`config.mk`:
```
export PLATFORM = sky130hd
export DESIGN_NAME = uart_tx_frame
export DESIGN_NICKNAME = d
export VERILOG_FILES = /design/src/rtl/uart_tx_frame.sv
export SDC_FILE = /design/constraint.sdc
export NUM_CORES = 1
export LEC_CHECK = 0
export ABC_CLOCK_PERIOD_IN_PS = 2200
export CORE_MARGIN = 10
export CORE_UTILIZATION = 44
export CTS_CLUSTER_DIAMETER = 150
export DETAILED_ROUTE_END_ITERATION = 10
export PLACE_DENSITY_LB_ADDON = 0.1
export SLEW_MARGIN = 0
export SYNTH_ARGS = -nofsm -noshare
export SYNTH_HDL_FRONTEND = slang
export SYNTH_SLANG_ARGS = --single-unit
```
`constraint.sdc`:
```
create_clock -name clk -period 2.2 [get_ports clk]
set_input_delay 0.55 -clock clk [delete_from_list [all_inputs] [get_ports clk]]
set_output_delay 0.55 -clock clk [all_outputs]
set_load 0.03 [all_outputs]
```
`src/rtl/uart_tx_frame.sv`:
```
// Serial UART transmitter (start, 8 data LSB first, optional parity, 1 or 2 stop) fed from a one-entry holding buffer.
// Latency: byte accepted at edge E0 drives TXD low after E1; back-to-back frames follow with zero idle clocks.
// Backpressure: TX_Ready=0 while the holding buffer is full; TX_Start in that window is ignored and its data dropped.
//
// Ports:
//   clk       system clock, rising edge
//   reset     asynchronous active-low reset
//   TX_Data   byte to send, sampled on the acceptance edge
//   TX_Start  write request, accepted when TX_Ready=1
//   TX_Ready  holding buffer empty
//   TXD       registered serial line, idles high
//   TX_Busy   frame in progress (state is not IDLE), registered with the state
//   TX_Done   one-cycle pulse on the last clock of the final stop bit

module uart_tx_frame #(
    parameter int CLKS_PER_BIT = 16,
    parameter int PARITY_EN    = 1,
    parameter int PARITY_ODD   = 0,
    parameter int STOP_BITS    = 1
) (
    input  logic       clk,
    input  logic       reset,
    input  logic [7:0] TX_Data,
    input  logic       TX_Start,
    output logic       TX_Ready,
    output logic       TXD,
    output logic       TX_Busy,
    output logic       TX_Done
);

    localparam int              CW        = $clog2(CLKS_PER_BIT);
    localparam logic [CW-1:0]   CNT_LAST  = CW'(CLKS_PER_BIT - 1);
    localparam logic [CW-1:0]   CNT_ONE   = CW'(1);
    localparam logic            USE_PAR   = (PARITY_EN != 0);
    localparam logic            ODD_PAR   = (PARITY_ODD != 0);
    // Index of the final stop bit: 0 for one stop bit, 1 for two.
    localparam logic            LAST_STOP = (STOP_BITS == 2);

    localparam logic [2:0] S_IDLE   = 3'd0;
    localparam logic [2:0] S_START  = 3'd1;
    localparam logic [2:0] S_DATA   = 3'd2;
    localparam logic [2:0] S_PARITY = 3'd3;
    localparam logic [2:0] S_STOP   = 3'd4;

    // Registered state
    logic [2:0]    state;
    logic [CW-1:0] cnt;
    logic [2:0]    bit_idx;
    logic          stop_idx;
    logic [7:0]    shift;
    logic [7:0]    hold;
    logic          hold_full;
    logic          txd_q;
    logic          busy_q;

    // Next-state values
    logic [2:0]    state_n;
    logic [CW-1:0] cnt_n;
    logic [2:0]    bit_idx_n;
    logic          stop_idx_n;
    logic [7:0]    shift_n;
    logic [7:0]    hold_n;
    logic          hold_full_n;
    logic          txd_n;

    logic          bit_end;
    logic          last_stop;
    logic          accept;
    logic          load;
    logic          par_bit;
    logic [2:0]    bit_nx;

    assign bit_end   = (cnt == CNT_LAST);
    assign last_stop = (stop_idx == LAST_STOP);
    assign accept    = TX_Start & ~hold_full;
    assign bit_nx    = bit_idx + 3'd1;
    // Parity comes from the latched shifter so late TX_Data changes cannot leak in.
    assign par_bit   = (^shift) ^ ODD_PAR;

    always_comb begin
        state_n     = state;
        cnt_n       = bit_end ? '0 : cnt + CNT_ONE;
        bit_idx_n   = bit_idx;
        stop_idx_n  = stop_idx;
        shift_n     = shift;
        hold_n      = hold;
        hold_full_n = hold_full;
        txd_n       = txd_q;
        load        = 1'b0;

        case (state)
            S_IDLE: begin
                cnt_n = '0;
                txd_n = 1'b1;
                if (hold_full) begin
                    load    = 1'b1;
                    state_n = S_START;
                    txd_n   = 1'b0;
                end
            end

            S_START: begin
                txd_n = 1'b0;
                if (bit_end) begin
                    state_n   = S_DATA;
                    bit_idx_n = 3'd0;
                    txd_n     = shift[0];
                end
            end

            S_DATA: begin
                txd_n = shift[bit_idx];
                if (bit_end) begin
                    if (bit_idx == 3'd7) begin
                        if (USE_PAR) begin
                            state_n = S_PARITY;
                            txd_n   = par_bit;
                        end else begin
                            state_n    = S_STOP;
                            stop_idx_n = 1'b0;
                            txd_n      = 1'b1;
                        end
                    end else begin
                        bit_idx_n = bit_nx;
                        txd_n     = shift[bit_nx];
                    end
                end
            end

            S_PARITY: begin
                txd_n = par_bit;
                if (bit_end) begin
                    state_n    = S_STOP;
                    stop_idx_n = 1'b0;
                    txd_n      = 1'b1;
                end
            end

            S_STOP: begin
                txd_n = 1'b1;
                if (bit_end) begin
                    if (last_stop) begin
                        // A queued byte starts immediately: no idle clocks between frames.
                        if (hold_full) begin
                            load    = 1'b1;
                            state_n = S_START;
                            txd_n   = 1'b0;
                        end else begin
                            state_n = S_IDLE;
                        end
                    end else begin
                        stop_idx_n = 1'b1;
                    end
                end
            end

            default: begin
                state_n    = S_IDLE;
                cnt_n      = '0;
                bit_idx_n  = 3'd0;
                stop_idx_n = 1'b0;
                txd_n      = 1'b1;
            end
        endcase

        if (load) begin
            shift_n     = hold;
            hold_full_n = 1'b0;
            cnt_n       = '0;
            bit_idx_n   = 3'd0;
            stop_idx_n  = 1'b0;
        end

        // Acceptance needs hold_full=0 and unload needs hold_full=1, so the two never collide.
        if (accept) begin
            hold_n      = TX_Data;
            hold_full_n = 1'b1;
        end
    end

    always_ff @(posedge clk or negedge reset) begin
        if (!reset) begin
            state     <= S_IDLE;
            cnt       <= '0;
            bit_idx   <= 3'd0;
            stop_idx  <= 1'b0;
            shift     <= 8'd0;
            hold      <= 8'd0;
            hold_full <= 1'b0;
            txd_q     <= 1'b1;
            busy_q    <= 1'b0;
        end else begin
            state     <= state_n;
            cnt       <= cnt_n;
            bit_idx   <= bit_idx_n;
            stop_idx  <= stop_idx_n;
            shift     <= shift_n;
            hold      <= hold_n;
            hold_full <= hold_full_n;
            txd_q     <= txd_n;
            busy_q    <= (state_n != S_IDLE);
        end
    end

    assign TXD      = txd_q;
    assign TX_Busy  = busy_q;
    assign TX_Ready = ~hold_full;
    // Decoded from registered state only, so it is clean for the whole final stop clock.
    assign TX_Done  = (state == S_STOP) && bit_end && last_stop;

endmodule

```
==> Word level (Yosys, flattened, before mapping) <==
Cells that the tools add are included.
{ "classes": {"bitwise_logic": 3, "n_addsub": 2, "n_eq_ne": 13, "order_cmp": 2, "mux": 40, "reduce_logical": 11} }
{ "op_table": {"columns": ["operator", "n"], "rows": [
  ["3-bit two-way mux", 11],
  ["1-bit two-way mux", 19],
  ["3-bit inequality test (second input constant)", 5],
  ["3-bit case mux with 5 select lines", 1],
  ["4-bit two-way mux", 3],
  ["3-bit case mux with 3 select lines", 1],
  ["3-bit by 4-bit < comparator with 1-bit output (second input constant)", 2],
  ["8-bit parity", 1],
  ["1-bit binary-select mux with 3-bit select", 2],
  ["3-bit by 2-bit == test with 1-bit output (second input constant)", 2],
  ["3-bit == test (second input constant)", 2],
  ["3-bit OR reduction", 2],
  ["1-bit case mux with 5 select lines", 1],
  ["4-bit by 1-bit adder with 4-bit output (second input constant)", 1],
  ["4-bit == test (second input constant)", 1],
  ["2-bit by 1-bit inequality test with 1-bit output (second input constant)", 2],
  ["4-bit AND reduction", 1],
  ["4-bit OR reduction", 1],
  ["3-bit by 1-bit adder with 3-bit output (second input constant)", 1],
  ["3-bit by 1-bit == test with 1-bit output (second input constant)", 1],
  ["3-bit logical NOT", 1],
  ["1-bit case mux with 3 select lines", 1],
  ["3-bit AND reduction", 1],
  ["3-bit nonzero test", 1],
  ["other kinds (5)", 7]
]} }
{ "word_totals": {"output_inout_bits": 4, "ff_bits": 30} }

==> Longest topological paths before layout <==
Gate-level depths: netlist (run 1).
{ "logic_depth": {"ltp_word": 6, "mapped_depth": 7, "depth_no_buf": 6} }

==> Worst setup path before layout (run 1) <==
OpenSTA, ideal clock, no wires.
{ "synth_timing": {"path_kind": "flip-flop to flip-flop", "start": "reg bit_idx[0]", "end": "reg txd_q, in the netlist TXD", "path_slack_ns": 0.452, "n_path_buf": 0, "path_stages_with_launch": 6, "arrival_ns": 1.659, "cell_sequence": "dfrtp_1 ha_1 mux4_2 mux2_2 nand3_1 nand3_1"} }
{ "synth_via": {"elab_chain_cells": 6, "word_cells_on_any_way": 9} }
{ "synth_rtl": {"columns": ["item", "line", "rtl"], "rows": [
  ["start, declared", "48", "logic [2:0] bit_idx;"],
  ["start signal, assigned", "195", "bit_idx <= bit_idx_n;"],
  ["3-bit by 1-bit adder with 3-bit output", "76", "assign bit_nx = bit_idx + 3'd1;"],
  ["1-bit binary-select mux with 3-bit select", "125", "txd_n = shift[bit_nx];"],
  ["1-bit two-way mux (implied by the code)", "125", null],
  ["1-bit two-way mux", "114", "if (bit_idx == 3'd7) begin"],
  ["1-bit two-way mux *", "113", "if (bit_end) begin"],
  ["1-bit case mux with 5 select lines *", "91", "case (state)"],
  ["net txd_n", "64", "logic txd_n;"],
  ["end signal, assigned", "200", "txd_q <= txd_n;"],
  ["end, declared", "53", "logic txd_q;"]
]} }
Mark *: on every way through the listed nets, which the timed path passes. The rest lies on a longest branch. The select of a mux whose other input is x is not followed.
A chain may end at the register's enable or synchronous reset.

==> Worst setup path in the final report (run 1) <==
{ "layout_timing": {"start": "reg cnt[0]", "end": "out TX_Done"} }
{ "layout_via": {"elab_chain_cells": 3} }
{ "layout_rtl": {"columns": ["item", "line", "rtl"], "rows": [
  ["start, declared", "47", "logic [CW-1:0] cnt;"],
  ["start signal, assigned", "194", "cnt <= cnt_n;"],
  ["4-bit == test", "73", "assign bit_end = (cnt == CNT_LAST);"],
  ["1-bit logical AND (2 in series)", "209", "assign TX_Done = (state == S_STOP) && bit_end && last_stop;"],
  ["end, declared", "28", "output logic TX_Done"]
]} }
Every way passes these cells.

==> results of run 1 <==
-- per-stage QoR --
stage	hold WS (ns)	total power, W	cells	util
after floorplan	0.2544	0.001717	128	-
after global placement	0.4544	0.001947	188	0.5144
after detailed placement	0.4808	0.001963	188	0.5144
after CTS	0.4943	0.002414	196	0.5399
after global routing	0.5125	0.002576	196	0.5411
final	0.4847	0.002386	196	0.5411
-- registers in the layout (all words and copies together) (netlist names) --
name / cells
TXD: 1
TX_Busy: 1
bit_idx: 3
cnt: 4
hold: 8
hold_full: 1
shift: 8
state: 3
-- cells in the mapped netlist (all sizes together), types with 2 or more instances --
cell and n:
nor2 11, xnor2 8, inv 4, and3 3, nor2b 4, nor3 2
o21ai 4, nand3 6, mux2i 3, ha 3, mux2 17, mux4 3
nand2 7, xor2 3, buf 5, dfrtp 28, a32oi 2
-- cells by family after synthesis --
kind of cell | after synthesis
AO/OA/AOI/OAI | 16
XOR/XNOR | 11
AND/OR/NAND/NOR | 36
buffers and inverters | 10
adder cells (fa/ha/maj) | 3
flip-flops | 29
multiplexers | 23
-- cells in the final DEF (no fill, tap or decap), drive strengths merged --
cell           count
buf                7
o2bb2ai            1
nor3               2
nand2b             1
a2111oi            1
and3               3
dfrtp             28
o2111ai            1
o311ai             1
clkdlybuf4s50     13
bufinv             1
mux4               3
clkinv             1
ha                 3
a31oi              1
dfstp              1
a32oi              2
mux2              17
nand2              7
o21ai              4
xnor2              8
or3                1
clkbuf             5
o22ai              1
nand3              6
mux2i              3
inv                4
a22o               1
nor2b              4
a22oi              1
a41oi              1
o32ai              1
clkinvlp           1
nor2              11
xor2               3
nor3b              1
-- final timing paths --
check | to | cells after the start
worst max-delay path | TX_Done | 4
worst min-delay path | cnt[0]$_DFF_PN0_ | 1
worst max register to register | shift[0]$_DFFE_PN0N_ | 5
worst min register to register | cnt[0]$_DFF_PN0_ | 1
max in group asynchronous | TXD$_DFF_PN1_ | 2
min in group asynchronous | shift[7]$_DFFE_PN0N_ | 2
-- layer usage --
| metal | share of wire | global-route usage | wire [um] |
|---|---|---|---|
| met5 | 0 | 0 | 0 |
| met4 | 0.023 | 0.05914 | 65 |
| met3 | 0.069 | 0.04167 | 193 |
| met2 | 0.45 | 0.1530 | 1259 |
| met1 | 0.46 | 0.1187 | 1284 |
-- area by class of cell --
cell class,count,area [um2],area share
repair buffers,20,182.7,0.1012
clock inverters,3,46.29,0.02564
inverters,4,15.01,0.008316
well taps,46,57.56,0.03188
flip-flops and latches,29,726.9,0.4026
clock buffers,5,37.54,0.02079
multi-input cells,89,739.5,0.4096
-- critical path: stages (launching register included) --
cell and delay [ns]:
sky130_fd_sc_hd__dfrtp_1 0.39, sky130_fd_sc_hd__ha_1 0.23, sky130_fd_sc_hd__and3_4 0.28, sky130_fd_sc_hd__and3_1 0.17, sky130_fd_sc_hd__buf_4 0.15
-- report_power, final --
part	internal (W)	total, W	switching, W
logic	0.000568	0.000988	0.000421
clock network	0.000240	0.000441	0.000200
registers	0.000765	0.000957	0.000192
total	0.00157	0.00239	0.000813
-- what timing repair did --
item | 4_1_cts | 5_1_grt
setup buffers | 0 | 0
endpoints found under the hold margin | 0 | 0
gates resized for setup | 1 | 1
setup endpoints to repair | 1 | 1
==> metrics.txt, run 1 <==
# TYPE chip_impl_metric gauge
chip_impl_metric{name="synth-seq-area-share",unit=""} 0.4794
chip_impl_metric{name="numCtsBuffers",unit=""} 5
chip_impl_metric{name="synth.distinct_cells",unit=""} 37
chip_impl_metric{name="power.leakage",unit="nW"} 0.7403
chip_impl_metric{name="transition_time_at_the_pin_with_the_least_slew_margin",unit="ns"} 0.4195
chip_impl_metric{name="cp.arrival",unit="ns"} 1.55
chip_impl_metric{name="p_per_area",unit="nW/um2"} 1321
chip_impl_info{name="crit_path_start",value="cnt[0]$_DFF_PN0_"} 1
chip_impl_metric{name="syn_area",unit="um2"} 1516
chip_impl_metric{name="wire_per_inst",unit="um"} 14.30
chip_impl_metric{name="simple_gate_share_of_the_synthesized_area",unit=""} 0.1180
chip_impl_metric{name="grt.overflow.total",unit=""} 0
chip_impl_info{name="synthDominantAreaCellType",value="sky130_fd_sc_hd__dfrtp_1"} 1
chip_impl_metric{name="htree_num_levels",unit=""} 2
chip_impl_metric{name="finish.instance_area",unit="um2"} 1805
chip_impl_metric{name="detailroute.via_count",unit=""} 1050
chip_impl_metric{name="final_period_minus_worst_setup_slack",unit="ns"} 2.099
chip_impl_metric{name="initial_antenna_violation_count",unit=""} 0
chip_impl_metric{name="post_dp_cell_area",unit="um2"} 1717
chip_impl_metric{name="cp_data_required_time",unit="ns"} 1.65
chip_impl_metric{name="routed_wl",unit="um"} 2802
chip_impl_metric{name="timing.critical_path.fanout_max",unit=""} 9
chip_impl_metric{name="synth_fp_nets",unit=""} 142
chip_impl_metric{name="fillers",unit=""} 309
chip_impl_metric{name="synthesis.yosys.warnings",unit=""} 0
chip_impl_metric{name="synth.area.mux_share",unit=""} 0.1906
chip_impl_metric{name="design.final.nets",unit=""} 163
chip_impl_metric{name="synth-compound-area-share",unit=""} 0.08251
chip_impl_metric{name="place_congestion",unit=""} 0.8040
chip_impl_metric{name="dr.first_iter.drc_count",unit=""} 110
chip_impl_metric{name="clock_sink_count",unit=""} 29
chip_impl_info{name="combinational_family_with_the_most_area_after_synthesis",value="multiplexers"} 1
chip_impl_metric{name="clock_latency",unit="ns"} 0.34
chip_impl_info{name="timing.hold.worst.class",value="reg -> reg"} 1
chip_impl_metric{name="relSlewSlack",unit=""} 0.7204
chip_impl_metric{name="postSynth.asyncResetShare",unit=""} 1.000
chip_impl_metric{name="effective_utilization_at_floorplan",unit=""} 0.4544
chip_impl_info{name="tritoncts",value="done"} 1
chip_impl_metric{name="finalSetupViolCount",unit=""} 0
chip_impl_metric{name="setup_slack_reg_to_reg",unit="ns"} 0.32
chip_impl_metric{name="setup-tns-final",unit="ns"} 0
chip_impl_metric{name="top_level_ports",unit=""} 15
chip_impl_metric{name="place.port_buffers",unit=""} 14
chip_impl_metric{name="post_synth_xor_area_fraction",unit=""} 0.06848
chip_impl_metric{name="min_period_over_period",unit=""} 0.9542
chip_impl_metric{name="grt_pass1_wl",unit="um"} 4974
chip_impl_metric{name="dieHeight",unit="um"} 78.71
chip_impl_metric{name="yosys_register_bits",unit=""} 29
chip_impl_info{name="critical_path_sink_type",value="output pin"} 1
chip_impl_metric{name="antenna_cells",unit=""} 0
chip_impl_info{name="cts-root-buf",value="sky130_fd_sc_hd__clkbuf_4"} 1
chip_impl_info{name="start_kind",value="register"} 1
chip_impl_metric{name="grt_util_all_layers",unit=""} 0.1013
chip_impl_metric{name="place.detailed.hpwl",unit="um"} 2084
chip_impl_metric{name="placementRows",unit=""} 21
chip_impl_info{name="outcome",value="completed"} 1
chip_impl_metric{name="die_w",unit="um"} 78.71
chip_impl_metric{name="fin_ws",unit="ns"} 0.1008
chip_impl_metric{name="maxClockFrequency",unit="GHz"} 0.4764
chip_impl_metric{name="synth_enable_flop_cells",unit=""} 0
chip_impl_metric{name="fin_skew",unit="ns"} 0.01458
chip_impl_info{name="synthTopCellsByArea",value="sky130_fd_sc_hd__dfrtp_1 (46%), sky130_fd_sc_hd__mux2_2 (13%), sky130_fd_sc_hd__xnor2_1 (4.6%)"} 1
chip_impl_metric{name="max_cap_viol_count",unit=""} 0
chip_impl_metric{name="clock_path_buffers",unit=""} 2
chip_impl_metric{name="hold_viol",unit=""} 0
chip_impl_metric{name="synth.avg_cell_area",unit="um2"} 11.85
chip_impl_metric{name="irDropWorstVdd",unit="mV"} 0.6062
chip_impl_metric{name="grt_max_degree",unit=""} 30
chip_impl_metric{name="final_layout_size_suffix_gt1_frac",unit=""} 0.2667
chip_impl_metric{name="drt.antenna.violating_nets",unit=""} 0
chip_impl_info{name="worst-setup-path-type",value="reg -> out"} 1
chip_impl_metric{name="core_area",unit="um2"} 3337
chip_impl_info{name="worst_hold_startpoint",value="cnt[0]$_DFF_PN0_"} 1
chip_impl_metric{name="die_area",unit="um2"} 6194
chip_impl_info{name="synth_top_flop_cell",value="sky130_fd_sc_hd__dfrtp_1"} 1
chip_impl_metric{name="detailedRoute.firstPassIterationCount",unit=""} 7
chip_impl_metric{name="worst_slack_at_placement",unit="ns"} 0.2687
chip_impl_metric{name="synthesis.instances",unit=""} 128
chip_impl_metric{name="grt_pass1_vias",unit=""} 1078
chip_impl_metric{name="hold_buf_count_cts",unit=""} 0
chip_impl_metric{name="clock_transition_time_at_the_flip_flop_clock_pins_of_the_worst_setup_and_hold_paths",unit="ns"} 0.09
chip_impl_metric{name="slew_viol_final",unit=""} 0
chip_impl_metric{name="flow.area_growth_from_synthesis",unit="%"} 19.06
chip_impl_info{name="rsz0062_at_grt",value="no"} 1
chip_impl_metric{name="netlist.area_leader.share",unit=""} 0.4620
chip_impl_info{name="r2r-start",value="cnt[0]$_DFF_PN0_"} 1
chip_impl_metric{name="post_drt_via_cell_ratio",unit=""} 5.357
chip_impl_metric{name="remaining_drc_errors",unit=""} 0
chip_impl_metric{name="synth_fa_ha_area_frac",unit=""} 0.02475
Note: power is estimated with default switching activity, not from simulation.
==> run 2: changes to the inputs <==
--- a/config.mk
+++ b/config.mk
@@ -11,6 +11,7 @@
 export CTS_CLUSTER_DIAMETER = 150
 export DETAILED_ROUTE_END_ITERATION = 10
 export PLACE_DENSITY_LB_ADDON = 0.1
+export REMOVE_ABC_BUFFERS = 1
 export SLEW_MARGIN = 0
 export SYNTH_ARGS = -nofsm -noshare
 export SYNTH_HDL_FRONTEND = slang
==> metrics.txt, run 2 (synthesis results as in run 1) <==
# TYPE chip_impl_metric gauge
chip_impl_info{name="outcome",value="completed"} 1
chip_impl_metric{name="design.final.nets",unit=""} 164
chip_impl_metric{name="hold_buf_count_cts",unit=""} 0
chip_impl_metric{name="clock_latency",unit="ns"} 0.32
chip_impl_metric{name="min_period_over_period",unit=""} 0.9543
chip_impl_metric{name="setup_slack_reg_to_reg",unit="ns"} 0.31
chip_impl_metric{name="layout.cells.non_filler",unit=""} 197
chip_impl_metric{name="clock_sink_count",unit=""} 29
chip_impl_metric{name="transition_time_at_the_pin_with_the_least_slew_margin",unit="ns"} 0.4318
chip_impl_metric{name="timing.reg2reg.worst_path_depth",unit=""} 5
chip_impl_metric{name="grt_util_all_layers",unit=""} 0.09669
chip_impl_metric{name="p_per_area",unit="nW/um2"} 1329
chip_impl_metric{name="cts_post_setup_buffers_inserted",unit=""} 0
chip_impl_metric{name="power.leakage",unit="nW"} 0.7486
chip_impl_metric{name="irDropWorstVdd",unit="mV"} 0.5636
chip_impl_metric{name="hold_viol",unit=""} 0
chip_impl_metric{name="cp.arrival",unit="ns"} 1.55
chip_impl_metric{name="detailroute.via_count",unit=""} 1037
chip_impl_info{name="critical_path.slowest_cell",value="sky130_fd_sc_hd__dfrtp_1"} 1
chip_impl_metric{name="die_w",unit="um"} 78.71
chip_impl_metric{name="routed_wl",unit="um"} 2883
chip_impl_metric{name="cp.depth",unit=""} 4
chip_impl_info{name="tritoncts",value="done"} 1
chip_impl_metric{name="final_layout_size_suffix_gt1_frac",unit=""} 0.2649
chip_impl_metric{name="detailedRoute.firstPassIterationCount",unit=""} 4
chip_impl_info{name="route.top_layer_used",value="met4"} 1
chip_impl_metric{name="maxClockFrequency",unit="GHz"} 0.4763
chip_impl_metric{name="relSlewSlack",unit=""} 0.7111
chip_impl_info{name="mostFrequentLayoutCells",value="sky130_fd_sc_hd__dfrtp_1 (28), sky130_fd_sc_hd__mux2_2 (17), sky130_fd_sc_hd__clkdlybuf4s50_1 (13)"} 1
chip_impl_info{name="timing.critical_path.max_delay_family",value="simple AND/OR/NAND/NOR gates"} 1
chip_impl_metric{name="detailroute.wirelength.met3",unit="um"} 140
chip_impl_metric{name="setup-tns-final",unit="ns"} 0
chip_impl_metric{name="placementRows",unit=""} 21
chip_impl_metric{name="dieHeight",unit="um"} 78.71
chip_impl_metric{name="met2_wirelength",unit="um"} 1345
chip_impl_metric{name="numCtsBuffers",unit=""} 5
chip_impl_metric{name="grt_pass1_wl",unit="um"} 4919
chip_impl_metric{name="wire_per_inst",unit="um"} 14.63
chip_impl_metric{name="flow.area_growth_from_synthesis",unit="%"} 19.64
chip_impl_metric{name="finalSetupViolCount",unit=""} 0
chip_impl_metric{name="antenna_cells",unit=""} 0
chip_impl_metric{name="met1Wirelength",unit="um"} 1348
chip_impl_info{name="timing.hold.worst.class",value="reg -> reg"} 1
chip_impl_metric{name="drt.antenna.violating_nets",unit=""} 0
chip_impl_metric{name="final_period_minus_worst_setup_slack",unit="ns"} 2.100
chip_impl_metric{name="finalPower",unit="W"} 0.002411
chip_impl_metric{name="die_area",unit="um2"} 6194
chip_impl_metric{name="place.detailed.hpwl",unit="um"} 2074
chip_impl_metric{name="fin_skew",unit="ns"} 0.01008
chip_impl_metric{name="core_area",unit="um2"} 3337
chip_impl_metric{name="dp.cells",unit=""} 189
chip_impl_metric{name="timing.critical_path.fanout_max",unit=""} 9
chip_impl_info{name="path_cells",value="ha_1 -> and3_4 -> and3_1 -> buf_4"} 1
chip_impl_metric{name="grt_pass1_vias",unit=""} 1049
chip_impl_metric{name="cp_data_required_time",unit="ns"} 1.65
chip_impl_metric{name="worst_path_largest_cell_delay",unit="ns"} 0.38
chip_impl_metric{name="place_congestion",unit=""} 0.8242
chip_impl_metric{name="place.port_buffers",unit=""} 14
chip_impl_metric{name="min_delay_path_depth",unit=""} 1
chip_impl_metric{name="grt.overflow.total",unit=""} 0
chip_impl_info{name="worst-setup-path-type",value="reg -> out"} 1
chip_impl_metric{name="clock_transition_time_at_the_flip_flop_clock_pins_of_the_worst_setup_and_hold_paths",unit="ns"} 0.10
chip_impl_metric{name="remaining_drc_errors",unit=""} 0
chip_impl_metric{name="worst-path-buf-inv",unit=""} 1
chip_impl_info{name="cts-root-buf",value="sky130_fd_sc_hd__clkbuf_4"} 1
chip_impl_metric{name="initial_antenna_violation_count",unit=""} 0
chip_impl_info{name="start_kind",value="register"} 1
chip_impl_info{name="critical_path_sink_type",value="output pin"} 1
chip_impl_metric{name="grt_max_degree",unit=""} 30
chip_impl_info{name="reg_top3",value="hold x8, shift x8, cnt x4"} 1
chip_impl_metric{name="dr.first_iter.drc_count",unit=""} 91
chip_impl_metric{name="post_drt_via_cell_ratio",unit=""} 5.264
chip_impl_info{name="layout.cells.most_common",value="sky130_fd_sc_hd__dfrtp_1"} 1
chip_impl_metric{name="clock_path_buffers",unit=""} 2
chip_impl_metric{name="slew_viol_final",unit=""} 0
chip_impl_metric{name="top_level_ports",unit=""} 15
chip_impl_metric{name="htree_num_levels",unit=""} 2
chip_impl_metric{name="max_cap_viol_count",unit=""} 0
chip_impl_metric{name="effective_utilization_at_floorplan",unit=""} 0.4544
[run 2: cell types whose count changed in the layout (fill, tap and decap cells not counted), sizes merged]
cell,change
clkbuf,+2
buf,+1
clkinv,-1
clkinvlp,-1
[run 2: worst paths after layout]
path,startpoint,to
min in group asynchronous,reset,state[1]$_DFF_PN0_
min,cnt[0]$_DFF_PN0_,cnt[0]$_DFF_PN0_
max in group asynchronous,reset,TXD$_DFF_PN1_
max,cnt[0]$_DFF_PN0_,TX_Done
max reg2reg,bit_idx[0]$_DFFE_PN0P_,TXD$_DFF_PN1_
min reg2reg,cnt[0]$_DFF_PN0_,cnt[0]$_DFF_PN0_
[run 2: worst register-to-register path: stages, from the launching register on]
cell	delay, ns
sky130_fd_sc_hd__dfrtp_1	0.47
sky130_fd_sc_hd__ha_1	0.40
sky130_fd_sc_hd__mux4_2	0.52
sky130_fd_sc_hd__mux2_2	0.28
sky130_fd_sc_hd__nand3_1	0.08
sky130_fd_sc_hd__nand3_1	0.08
[run 2: what timing repair did]
action | in CTS | in global routing
gates cloned | 0 | 0
resized for setup | 1 | 1
hold endpoints to repair | 0 | 0
endpoints found under the setup margin | 1 | 1
[run 2: metrics by stage]
step | hold WS [ns] | instance area, um2 | util | worst slack, ns
6_report | 0.4825 | 1814 | 0.5437 | 0.1005
5_1_grt | 0.5026 | 1814 | 0.5437 | -0.0009373
4_1_cts | 0.4853 | 1810 | 0.5426 | 0.03048
3_5_place_dp | 0.4713 | 1724 | 0.5167 | 0.3131
3_3_place_gp | 0.4565 | 1724 | 0.5167 | 0.3608
2_1_floorplan | 0.2544 | 1476 | - | 0.3874
[run 2: cell type report]
type                       instances  area, um2
multi-input combinational         89      739.5
fill                             320       1523
timing repair buffer              21      190.2
clock buffer                       7      55.05
tap                               46      57.56
clock inverter                     1      30.03
inverter                           4      15.01
sequential                        29      726.9
[run 2: power breakdown]
group	switching (W)	internal, W
logic	0.000438	0.000571
registers	0.000182	0.000765
clock network	0.000184	0.000271
total	0.000804	0.00161
[run 2: metal layers]
metal | GRT usage | vias to the layer above
met4 | 0.03226 | 0
met1 | 0.1197 | 509
li1 | - | 498
met5 | 0 | -
met2 | 0.1497 | 23
met3 | 0.03941 | 7
==> run 3: changes to the inputs <==
--- a/config.mk
+++ b/config.mk
@@ -12,7 +12,7 @@
 export DETAILED_ROUTE_END_ITERATION = 10
 export PLACE_DENSITY_LB_ADDON = 0.1
 export REMOVE_ABC_BUFFERS = 1
-export SLEW_MARGIN = 0
+export SLEW_MARGIN = 20
 export SYNTH_ARGS = -nofsm -noshare
 export SYNTH_HDL_FRONTEND = slang
 export SYNTH_SLANG_ARGS = --single-unit
==> results of run 3 <==
Same layout as run 2: the final DEF is identical, and so are final timing and power.
